<file path="config.mk">
export PLATFORM = sky130hd
export DESIGN_NAME = kernel_stream_loader
export DESIGN_NICKNAME = d
export VERILOG_FILES = /design/src/rtl/cnn_kernel_pkg.sv /design/src/rtl/kernel_weight_ram.sv /design/src/rtl/kernel_stream_loader.sv
export SDC_FILE = /design/constraint.sdc
export NUM_CORES = 2
export LEC_CHECK = 0
export ABC_AREA = 0
export ABC_CLOCK_PERIOD_IN_PS = 3400
export BUFFER_PORTS_ARGS = -buffer_cell sky130_fd_sc_hd__buf_4
export CELL_PAD_IN_SITES_DETAIL_PLACEMENT = 0
export CELL_PAD_IN_SITES_GLOBAL_PLACEMENT = 1
export CORE_MARGIN = 2
export CORE_UTILIZATION = 51
export CTS_CLUSTER_SIZE = 8
export DETAILED_ROUTE_END_ITERATION = 10
export GPL_ROUTABILITY_DRIVEN = 0
export PLACE_DENSITY_LB_ADDON = 0.1
export SLEW_MARGIN = 30
export SYNTH_ARGS = -nofsm -noshare
export SYNTH_HDL_FRONTEND = slang
export SYNTH_SLANG_ARGS = --single-unit
export TNS_END_PERCENT = 1
</file>
<file path="constraint.sdc">
create_clock -name clk -period 3.4 [get_ports clk]
set_clock_uncertainty 0.05 [all_clocks]
set_input_delay 0.34 -clock clk [delete_from_list [all_inputs] [get_ports clk]]
set_output_delay 0.34 -clock clk [all_outputs]
set_load 0.05 [all_outputs]
</file>
<file path="src/rtl/cnn_kernel_pkg.sv">
// Shared constants, word-count helper and loader state encoding for the filter kernel-load path.
package cnn_kernel_pkg;

    localparam int DEF_DATA_WIDTH = 32;
    localparam int DEF_KSIZE      = 9;
    localparam int DEF_CHANEL     = 3;

    // Weights for all channels plus one trailing bias word.
    function automatic int calc_wpf(input int ksize, input int chanel);
        return ksize * chanel + 1;
    endfunction

    typedef enum logic [2:0] {
        ST_IDLE      = 3'd0,
        ST_FETCH     = 3'd1,
        ST_STREAM    = 3'd2,
        ST_WAIT_DONE = 3'd3,
        ST_FINISH    = 3'd4
    } load_state_t;

endpackage

</file>
<file path="src/rtl/kernel_weight_ram.sv">
// Kernel weight/bias store: one write port, one synchronous read port with read enable.
module kernel_weight_ram
    import cnn_kernel_pkg::*;
#(
    parameter int DEPTH = 112,
    parameter int WIDTH = DEF_DATA_WIDTH,
    localparam int AW   = $clog2(DEPTH)
)(
    input  logic             clk,
    input  logic             resetn,
    input  logic             we,
    input  logic [AW-1:0]    waddr,
    input  logic [WIDTH-1:0] wdata,
    input  logic             re,
    input  logic [AW-1:0]    raddr,
    output logic [WIDTH-1:0] rdata
);

    logic [WIDTH-1:0] mem [DEPTH];

    always_ff @(posedge clk) begin
        if (we) begin
            mem[waddr] <= wdata;
        end
    end

    // Only the read register is reset; with re low it holds the last word read.
    always_ff @(posedge clk) begin
        if (!resetn) begin
            rdata <= '0;
        end else if (re) begin
            rdata <= mem[raddr];
        end
    end

endmodule

</file>
<file path="src/rtl/kernel_stream_loader.sv">
// Streams each filter's weights and bias from on-chip RAM, then waits for that filter's done.
// Optional WAIT_DONE timeout enabled by defining KERNEL_LOAD_TIMEOUT_EN.
//
// state        | meaning
// IDLE         | host may write RAM; waiting for start
// FETCH        | first RAM read of the filter in flight
// STREAM       | one word per cycle on kernel with load_kernel strobe
// WAIT_DONE    | waiting for load_kernel_done_in[f]
// FINISH       | done pulse, back to IDLE
module kernel_stream_loader
    import cnn_kernel_pkg::*;
#(
    parameter int NUM_FILTERS    = 4,
    parameter int CHANEL         = DEF_CHANEL,
    parameter int KSIZE          = DEF_KSIZE,
    parameter int DATA_WIDTH     = DEF_DATA_WIDTH,
    parameter int TIMEOUT_CYCLES = 16,
    localparam int WPF    = calc_wpf(KSIZE, CHANEL),
    localparam int DEPTH  = NUM_FILTERS * WPF,
    localparam int ADDR_W = $clog2(DEPTH)
)(
    input  logic                   clk,
    input  logic                   resetn,
    input  logic                   wr_en,
    input  logic [ADDR_W-1:0]      wr_addr,
    input  logic [DATA_WIDTH-1:0]  wr_data,
    input  logic                   start,
    output logic                   busy,
    output logic                   done,
    output logic [NUM_FILTERS-1:0] load_kernel,
    output logic [DATA_WIDTH-1:0]  kernel,
    input  logic [NUM_FILTERS-1:0] load_kernel_done_in,
    output logic                   error
);

    localparam int FW = (NUM_FILTERS > 1) ? $clog2(NUM_FILTERS) : 1;
    localparam int WW = $clog2(WPF);
    localparam logic [FW-1:0] LAST_F = FW'(NUM_FILTERS - 1);
    localparam logic [WW-1:0] LAST_W = WW'(WPF - 1);

    load_state_t           state;
    logic [FW-1:0]         f_idx;
    logic [WW-1:0]         w_idx;
    logic [ADDR_W-1:0]     raddr;
    logic                  ram_we;
    logic                  rd_en;
    logic [DATA_WIDTH-1:0] rd_data;

    // Filters are packed back to back, so raddr simply runs on across filters.
    assign ram_we = wr_en && (state == ST_IDLE);
    assign rd_en  = (state == ST_FETCH) || ((state == ST_STREAM) && (w_idx != LAST_W));
    assign kernel = rd_data;

    kernel_weight_ram #(
        .DEPTH (DEPTH),
        .WIDTH (DATA_WIDTH)
    ) u_ram (
        .clk    (clk),
        .resetn (resetn),
        .we     (ram_we),
        .waddr  (wr_addr),
        .wdata  (wr_data),
        .re     (rd_en),
        .raddr  (raddr),
        .rdata  (rd_data)
    );

`ifdef KERNEL_LOAD_TIMEOUT_EN
    localparam int TW = $clog2(TIMEOUT_CYCLES + 1);
    logic [TW-1:0] tmr;
`else
    assign error = 1'b0;
`endif

    always_ff @(posedge clk) begin
        if (!resetn) begin
            state       <= ST_IDLE;
            f_idx       <= '0;
            w_idx       <= '0;
            raddr       <= '0;
            busy        <= 1'b0;
            done        <= 1'b0;
            load_kernel <= '0;
`ifdef KERNEL_LOAD_TIMEOUT_EN
            tmr         <= '0;
            error       <= 1'b0;
`endif
        end else begin
            done <= 1'b0;
            case (state)
                ST_IDLE: begin
                    if (start) begin
                        state <= ST_FETCH;
                        f_idx <= '0;
                        w_idx <= '0;
                        raddr <= '0;
                        busy  <= 1'b1;
`ifdef KERNEL_LOAD_TIMEOUT_EN
                        error <= 1'b0;
`endif
                    end
                end
                ST_FETCH: begin
                    state       <= ST_STREAM;
                    raddr       <= raddr + 1'b1;
                    load_kernel <= NUM_FILTERS'(1) << f_idx;
                end
                ST_STREAM: begin
                    if (w_idx == LAST_W) begin
                        state       <= ST_WAIT_DONE;
                        w_idx       <= '0;
                        load_kernel <= '0;
`ifdef KERNEL_LOAD_TIMEOUT_EN
                        tmr         <= TW'(TIMEOUT_CYCLES - 1);
`endif
                    end else begin
                        w_idx <= w_idx + 1'b1;
                        raddr <= raddr + 1'b1;
                    end
                end
                ST_WAIT_DONE: begin
                    if (load_kernel_done_in[f_idx]) begin
                        if (f_idx == LAST_F) begin
                            state <= ST_FINISH;
                            busy  <= 1'b0;
                            done  <= 1'b1;
                        end else begin
                            state <= ST_FETCH;
                            f_idx <= f_idx + 1'b1;
                        end
                    end
`ifdef KERNEL_LOAD_TIMEOUT_EN
                    else if (tmr == '0) begin
                        state <= ST_FINISH;
                        busy  <= 1'b0;
                        done  <= 1'b1;
                        error <= 1'b1;
                    end else begin
                        tmr <= tmr - 1'b1;
                    end
`endif
                end
                ST_FINISH: begin
                    state <= ST_IDLE;
                end
                default: begin
                    state <= ST_IDLE;
                end
            endcase
        end
    end

endmodule

</file>
# Yosys cells after proc, flatten, opt, wreduce, memory -nomap -nowiden
# Memory sizes are Yosys's and may differ from the RTL's. A register that Yosys moved wholly into a read port is not among the register bits.
# Index checks and enable logic that the tools add are counted.
# classes
addsub,3
magnitude_cmp,1
n_eq_ne,12
shift,1
n_mux,26
n_reduce_logical,16
# ops
cell,count
$pmux W7 S3,1
$mux W7,2
$mux W3,4
$pmux W3 S4,1
$mux W5,2
$ne A2 B2 Y1 const B,5
$pmux W5 S2,1
$reduce_and A3 Y1,3
$pmux W4 S2,1
$reduce_and A4 Y1,2
$add A7 B1 Y7 const B,1
$mux W1,7
$eq A3 B2 Y1 const B,2
$mux W2,3
$reduce_bool A2 Y1,3
$add A5 B1 Y5 const B,1
$eq A5 B5 Y1 const B,1
$ne A5 B5 Y1 const B,1
$mux W4,1
$pmux W2 S2,1
$reduce_and A2 Y1,2
$shl A1 B2 Y4 const A,1
$eq A3 B1 Y1 const B,1
$logic_not A3 Y1,1
10 further kinds,11
# totals
regBits,23
mem_bits_rw,3584
in_bits,47
output_inout_bits,39
elab_cells,67
mem_count,1
# memory_table
memory,depth,word_bits,read_ports,rd_clocked_by_memory_dff,wr,line,text
u_ram.mem,112,32,1,1,1,kernel_weight_ram.sv:19,logic [WIDTH-1:0] mem [DEPTH];

# Depth between registers and ports, before layout
# logic_depth
word_depth,4
depth_mapped,12
ltp_nobuf,7

# By module
# From an unflattened synthesis, not the netlist that was laid out.
# unflattened
hier_cells,6274
area_unflattened_um2,139887.9
# by_module_without_submodules
mod,n_inst,cells_per_inst,area_each_um2
kernel_weight_ram,1,6141,138709.3
kernel_stream_loader,1,133,1178.6

# Worst setup path after synthesis
# OpenSTA, ideal clock, no wires.
# synth_timing
path_kind,register -> register
startpoint,register state[1]
endpoint,memory u_ram.mem[94][0] (netlist name) (enable)
arrival_ps,2746
required_time_ps,2929
slack_ps,183
path_stages_with_launch,8
n_path_buf,2
period_less_slack_ps,3217
path_cell_list,dfxtp_1 -> clkbuf_1 -> nor3_1 -> nand2_1 -> nor2_1 -> nand3_1 -> clkbuf_1 -> nor2_1
# synth_between
elab_chain_cells,4
# synth_lines
element,line,text
"start, declared",kernel_stream_loader.sv:41,load_state_t state;
"start signal, assigned",kernel_stream_loader.sv:77,state <= ST_IDLE;
"start signal, assigned",kernel_stream_loader.sv:93,state <= ST_FETCH;
"start signal, assigned",kernel_stream_loader.sv:104,state <= ST_STREAM;
$logic_not A3 Y1,kernel_stream_loader.sv:50,assign ram_we = wr_en && (state == ST_IDLE);
$logic_and A1 B1 Y1,kernel_stream_loader.sv:50,
$mux W1,kernel_weight_ram.sv:22,if (we) begin
$mux W1 (implied by the code),kernel_weight_ram.sv:23,mem[waddr] <= wdata;
"end, declared",kernel_weight_ram.sv:19,
# Every way passes these cells.

==> load_flow_metrics.sql <==
INSERT INTO impl_metrics (metric_group, metric, value, unit) VALUES
('setup_path', 'crit_path_max_incr_delay', '0.80', 'ns'),
('yosys', 'synth.net_count', '6307', ''),
('die', 'top_level_port_count', '86', ''),
('die', 'die_w', '527', 'um'),
('timing', 'final-hold-violation-count', '0', ''),
('job', 'timing.max_cap.violations', '0', ''),
('clocking', 'clkLatencyLatePin', '1.01', 'ns'),
('routing', 'finalWirelength', '429000', 'um'),
('pwr', 'ir_worst_vdd', '0.494', 'mV'),
('timing', 'setup_viol', '1', ''),
('clocking', 'clockBufferDepth', '4', ''),
('timing', 'setup_total_negative_slack', '-0.0218', 'ns'),
('timing', 'slew_at_the_pin_with_the_worst_max_slew_slack', '1.00', 'ns'),
('global_routing', 'grt_pass1_wl', '588000', 'um'),
('status', 'run_status', 'finished with violations', ''),
('placement', 'dp.final_hpwl', '250000', 'um'),
('pwr', 'switching_share', '21.8', '%'),
('setup_path', 'critPathArrivalTime', '4.24', 'ns'),
('yosys', 'async_flop_share', '0', '%'),
('placement', 'place_ws', '-0.609', 'ns'),
('global_routing', 'grt-ovfl-total', '0', ''),
('timing', 'clock.fmax', '0.292', 'GHz'),
('clocking', 'number_of_buffers_inserted_during_clock_tree_synthesis', '525', ''),
('yosys', 'postSynth.topFlopCell', 'edfxtp_1', ''),
('global_routing', 'via_count_of_the_first_global_routing_pass', '71900', ''),
('setup_path', 'worstSetupEndpoint', 'u_ram.rdata[9]$_SDFFE_PN0P_', ''),
('die', 'start_util', '51.4', '%'),
('routing', 'vias_per_cell', '6.65', ''),
('setup_path', 'regToRegSetupSlack', '-0.02', 'ns'),
('setup_path', 'critPathCaptureType', 'flip-flop', ''),
('routing', 'drcViolationCount', '0', ''),
('setup_path', 'timing.critical_path.from_type', 'flip-flop', ''),
('global_routing', 'grt_antenna_before_repair', '30', ''),
('die', 'dieHeight', '527', 'um'),
('global_routing', 'largest_net_degree_at_the_start_of_global_routing', '113', ''),
('setup_path', 'sequence_of_cells_on_the_critical_path', 'nor2_4, buf_4, a221oi_1, a221oi_1, o21ai_0, a31oi_1, a21oi_1', ''),
('pwr', 'internal_power', '80800', 'uW'),
('min_path', 'timing.hold.worst.class', 'in2reg', ''),
('setup_path', 'cpMostUsedCell', 'a221oi_1', ''),
('clocking', 'clock_sinks', '3639', ''),
('yosys', 'synthesis.instances', '6254', ''),
('timing', 'max-slew-margin-rel', '33.2', '%'),
('final_layout', 'proportion_of_layout_cells_with_a_drive_suffix_above_1', '31.3', '%'),
('routing', 'routed_wl_per_cell', '39.4', 'um'),
('clocking', 'htreeDepth', '6', ''),
('placement', 'port_buffers', '84', ''),
('setup_path', 'critical_path_required', '4.22', 'ns'),
('clocking', 'cts_tree', 'built', ''),
('pwr', 'power_switching', '22500', 'uW'),
('yosys', 'register_area_share_after_synthesis', '78.0', '%'),
('setup_path', 'crit_path_start', 'raddr[1]$_SDFFE_PN0P_', ''),
('routing', 'number_of_antenna_violating_nets_in_the_routed_design', '0', ''),
('final_layout', 'areaGrowthSynthToFinish', '18.8', '%'),
('timing', 'hold_slack', '0.153', 'ns'),
('timing', 'slew_viol_final', '0', ''),
('setup_path', 'crit_fanout', '15', ''),
('pwr', 'power.combinational.fraction', '6.4', '%'),
('setup_path', 'cp_max_delay_cell', 'nor2_4', ''),
('status', 'violations', 'setup timing', ''),
('setup_path', 'criticalPathCategory', 'reg2reg', ''),
('routing', 'detail_route.first_pass.iterations', '6', ''),
('clocking', 'cts.root.buffer_cell', 'clkbuf_16', ''),
('yosys', 'synth_enable_flop_cells', '3584', ''),
('die', 'core-area', '0.271', 'sq mm'),
('routing', 'num_vias', '72500', ''),
('yosys', 'postSynthAreaPerCell', '22.3', 'sq um'),
('yosys', 'yosysUniqueCellTypes', '77', ''),
('timing', 'finalWorstSetupSlack', '-0.0218', 'ns'),
('final_layout', 'finish.utilization', '61.1', '%'),
('pwr', 'power.density', '624', 'mW/mm^2'),
('final_layout', 'filler_cell_count', '18700', '');
[logic make-up after synthesis]
family	synth area share, %
fa+ha+maj	0.0539
buf+inv	1.52
compound gates	2.96
xor+xnor	0.0377
simple gates	1.55
mux	15.9
flops	78.0
other cells	0.00269
[how the worst min path moves through the flow]
stage | slack [ns] | from | depth (start not counted) | endpoint
after global placement | 0.41 | u_ram.rdata[6]$_SDFFE_PN0P_ | 2 | u_ram.rdata[6]$_SDFFE_PN0P_
final | 0.15 | wr_addr[6] | 5 | u_ram.mem[0][29]$_DFFE_PP_
after CTS | 0.07 | wr_addr[6] | 5 | u_ram.mem[0][29]$_DFFE_PP_
after global routing | 0.12 | wr_addr[6] | 5 | u_ram.mem[0][29]$_DFFE_PP_
after detailed placement | 0.41 | u_ram.rdata[6]$_SDFFE_PN0P_ | 2 | u_ram.rdata[6]$_SDFFE_PN0P_
after floorplan | 0.39 | wr_data[0] | 0 | u_ram.mem[0][0]$_DFFE_PP_
[layout make-up]
class | instances | area [sq um] | share of cell area [%]
flip-flops and latches | 3639 | 109000 | 65.7
repair buffers | 726 | 8110 | 4.90
clock buffers | 641 | 13800 | 8.35
well taps | 3570 | 4470 | 2.70
inverters | 12 | 57.6 | 0.0348
multi-input cells | 2256 | 29600 | 17.9
diodes | 10 | 25.0 | 0.0151
clock inverters | 45 | 767 | 0.463
[power by group through the flow]
stage | combinational (uW) | sequential (uW) | clock [uW]
global route | 6990 | 49600 | 49300
CTS | 6710 | 49700 | 47500
finish | 6660 | 49700 | 46900
global placement | 6550 | 50500 | 0
detailed placement | 6630 | 50500 | 0
floorplan | 3800 | 50500 | 0
[per-layer routing]
layer	up-vias	global-route usage, %	share of wire [%]
li1	28400	-	-
met1	39400	43.7	39
met2	4026	49.1	48
met3	656	5.08	8.8
met4	6	11.2	3.9
met5	-	0	0.0084
[flip-flops by register name (all words and copies together), names as in the netlist]
| signal | flops |
|---|---|
| done | 1 |
| busy | 1 |
| w_idx | 5 |
| u_ram.rdata | 32 |
| state | 3 |
| raddr | 7 |
| f_idx | 2 |
| load_kernel | 4 |
| u_ram.mem | 3584 |
[placed cells by master, fill, tap and decap left out, types with 9 or more instances in the layout]
cell type and instances:
buf_4 475, nand3_1 34, nand4_1 10, nor2_1 96
nor2_4 114, and2_1 11, nand2_1 146, buf_12 196
edfxtp_1 3584, o22ai_1 34, o221ai_1 54, o211ai_1 11
dlygate4sd3_1 44, clkinv_8 17, clkbuf_16 537, nor3_1 14
a211oi_1 27, dfxtp_1 48, a22o_1 13, clkbuf_1 104
mux4_2 845, inv_16 9, a21oi_1 128, nor2b_1 16
a221oi_1 67, a22oi_1 63, mux2_2 18, inv_6 12
diode_2 10, o21ai_0 77, a31oi_1 34, mux2i_1 284
[cell usage after synthesis, types with 7 or more instances]
| cell | n | area share [%] |
|---|---|---|
| nor2_1 | 211 | 0.57 |
| and3_1 | 7 | 0.031 |
| nor2b_1 | 21 | 0.094 |
| edfxtp_1 | 3584 | 77 |
| o221ai_1 | 55 | 0.35 |
| buf_2 | 108 | 0.39 |
| a21o_1 | 8 | 0.043 |
| and2_1 | 12 | 0.054 |
| nand3_1 | 36 | 0.13 |
| buf_1 | 27 | 0.073 |
| a31oi_1 | 35 | 0.16 |
| mux2_2 | 18 | 0.15 |
| clkbuf_1 | 114 | 0.31 |
| dfxtp_1 | 55 | 0.79 |
| a211oi_1 | 29 | 0.16 |
| a21oi_1 | 131 | 0.47 |
| mux2i_1 | 284 | 2.0 |
| buf_6 | 47 | 0.38 |
| inv_1 | 8 | 0.022 |
| mux4_2 | 845 | 14 |
| nand4_1 | 10 | 0.045 |
| nor3_1 | 16 | 0.057 |
| a221oi_1 | 69 | 0.43 |
| nand2b_1 | 7 | 0.031 |
| o21ai_0 | 82 | 0.29 |
| o22ai_1 | 35 | 0.16 |
| a22oi_1 | 63 | 0.34 |
| a22o_1 | 13 | 0.082 |
| o211ai_1 | 11 | 0.059 |
| buf_4 | 41 | 0.22 |
| a221o_1 | 8 | 0.057 |
| buf_8 | 7 | 0.075 |
| nand2_1 | 152 | 0.41 |
[metrics by stage]
step | instances | total power [uW] | instance area (sq um)
after CTS | 10900 | 104000 | 165000
final | 10900 | 103000 | 166000
after detailed placement | 10200 | 57100 | 150000
after floorplan | 6254 | 54300 | 139000
after global placement | 10200 | 57000 | 150000
after global routing | 10900 | 106000 | 166000
[worst max-delay path, delay by kind of cell (launching register included)]
kind            cells  cell delay, ns
simple gates        1            0.80
compound gates      5            1.55
flops               1            0.45
buf+inv             1            0.38
[timing repair]
action                                  CTS  global route
setup endpoints to repair                 9            10
gates resized for setup                  14            11
hold buffers                             44             0
buffers inserted                          3             0
endpoints found under the hold margin  1793             0
pin swaps                                 1             2
Power figures use the tool's default switching activity.
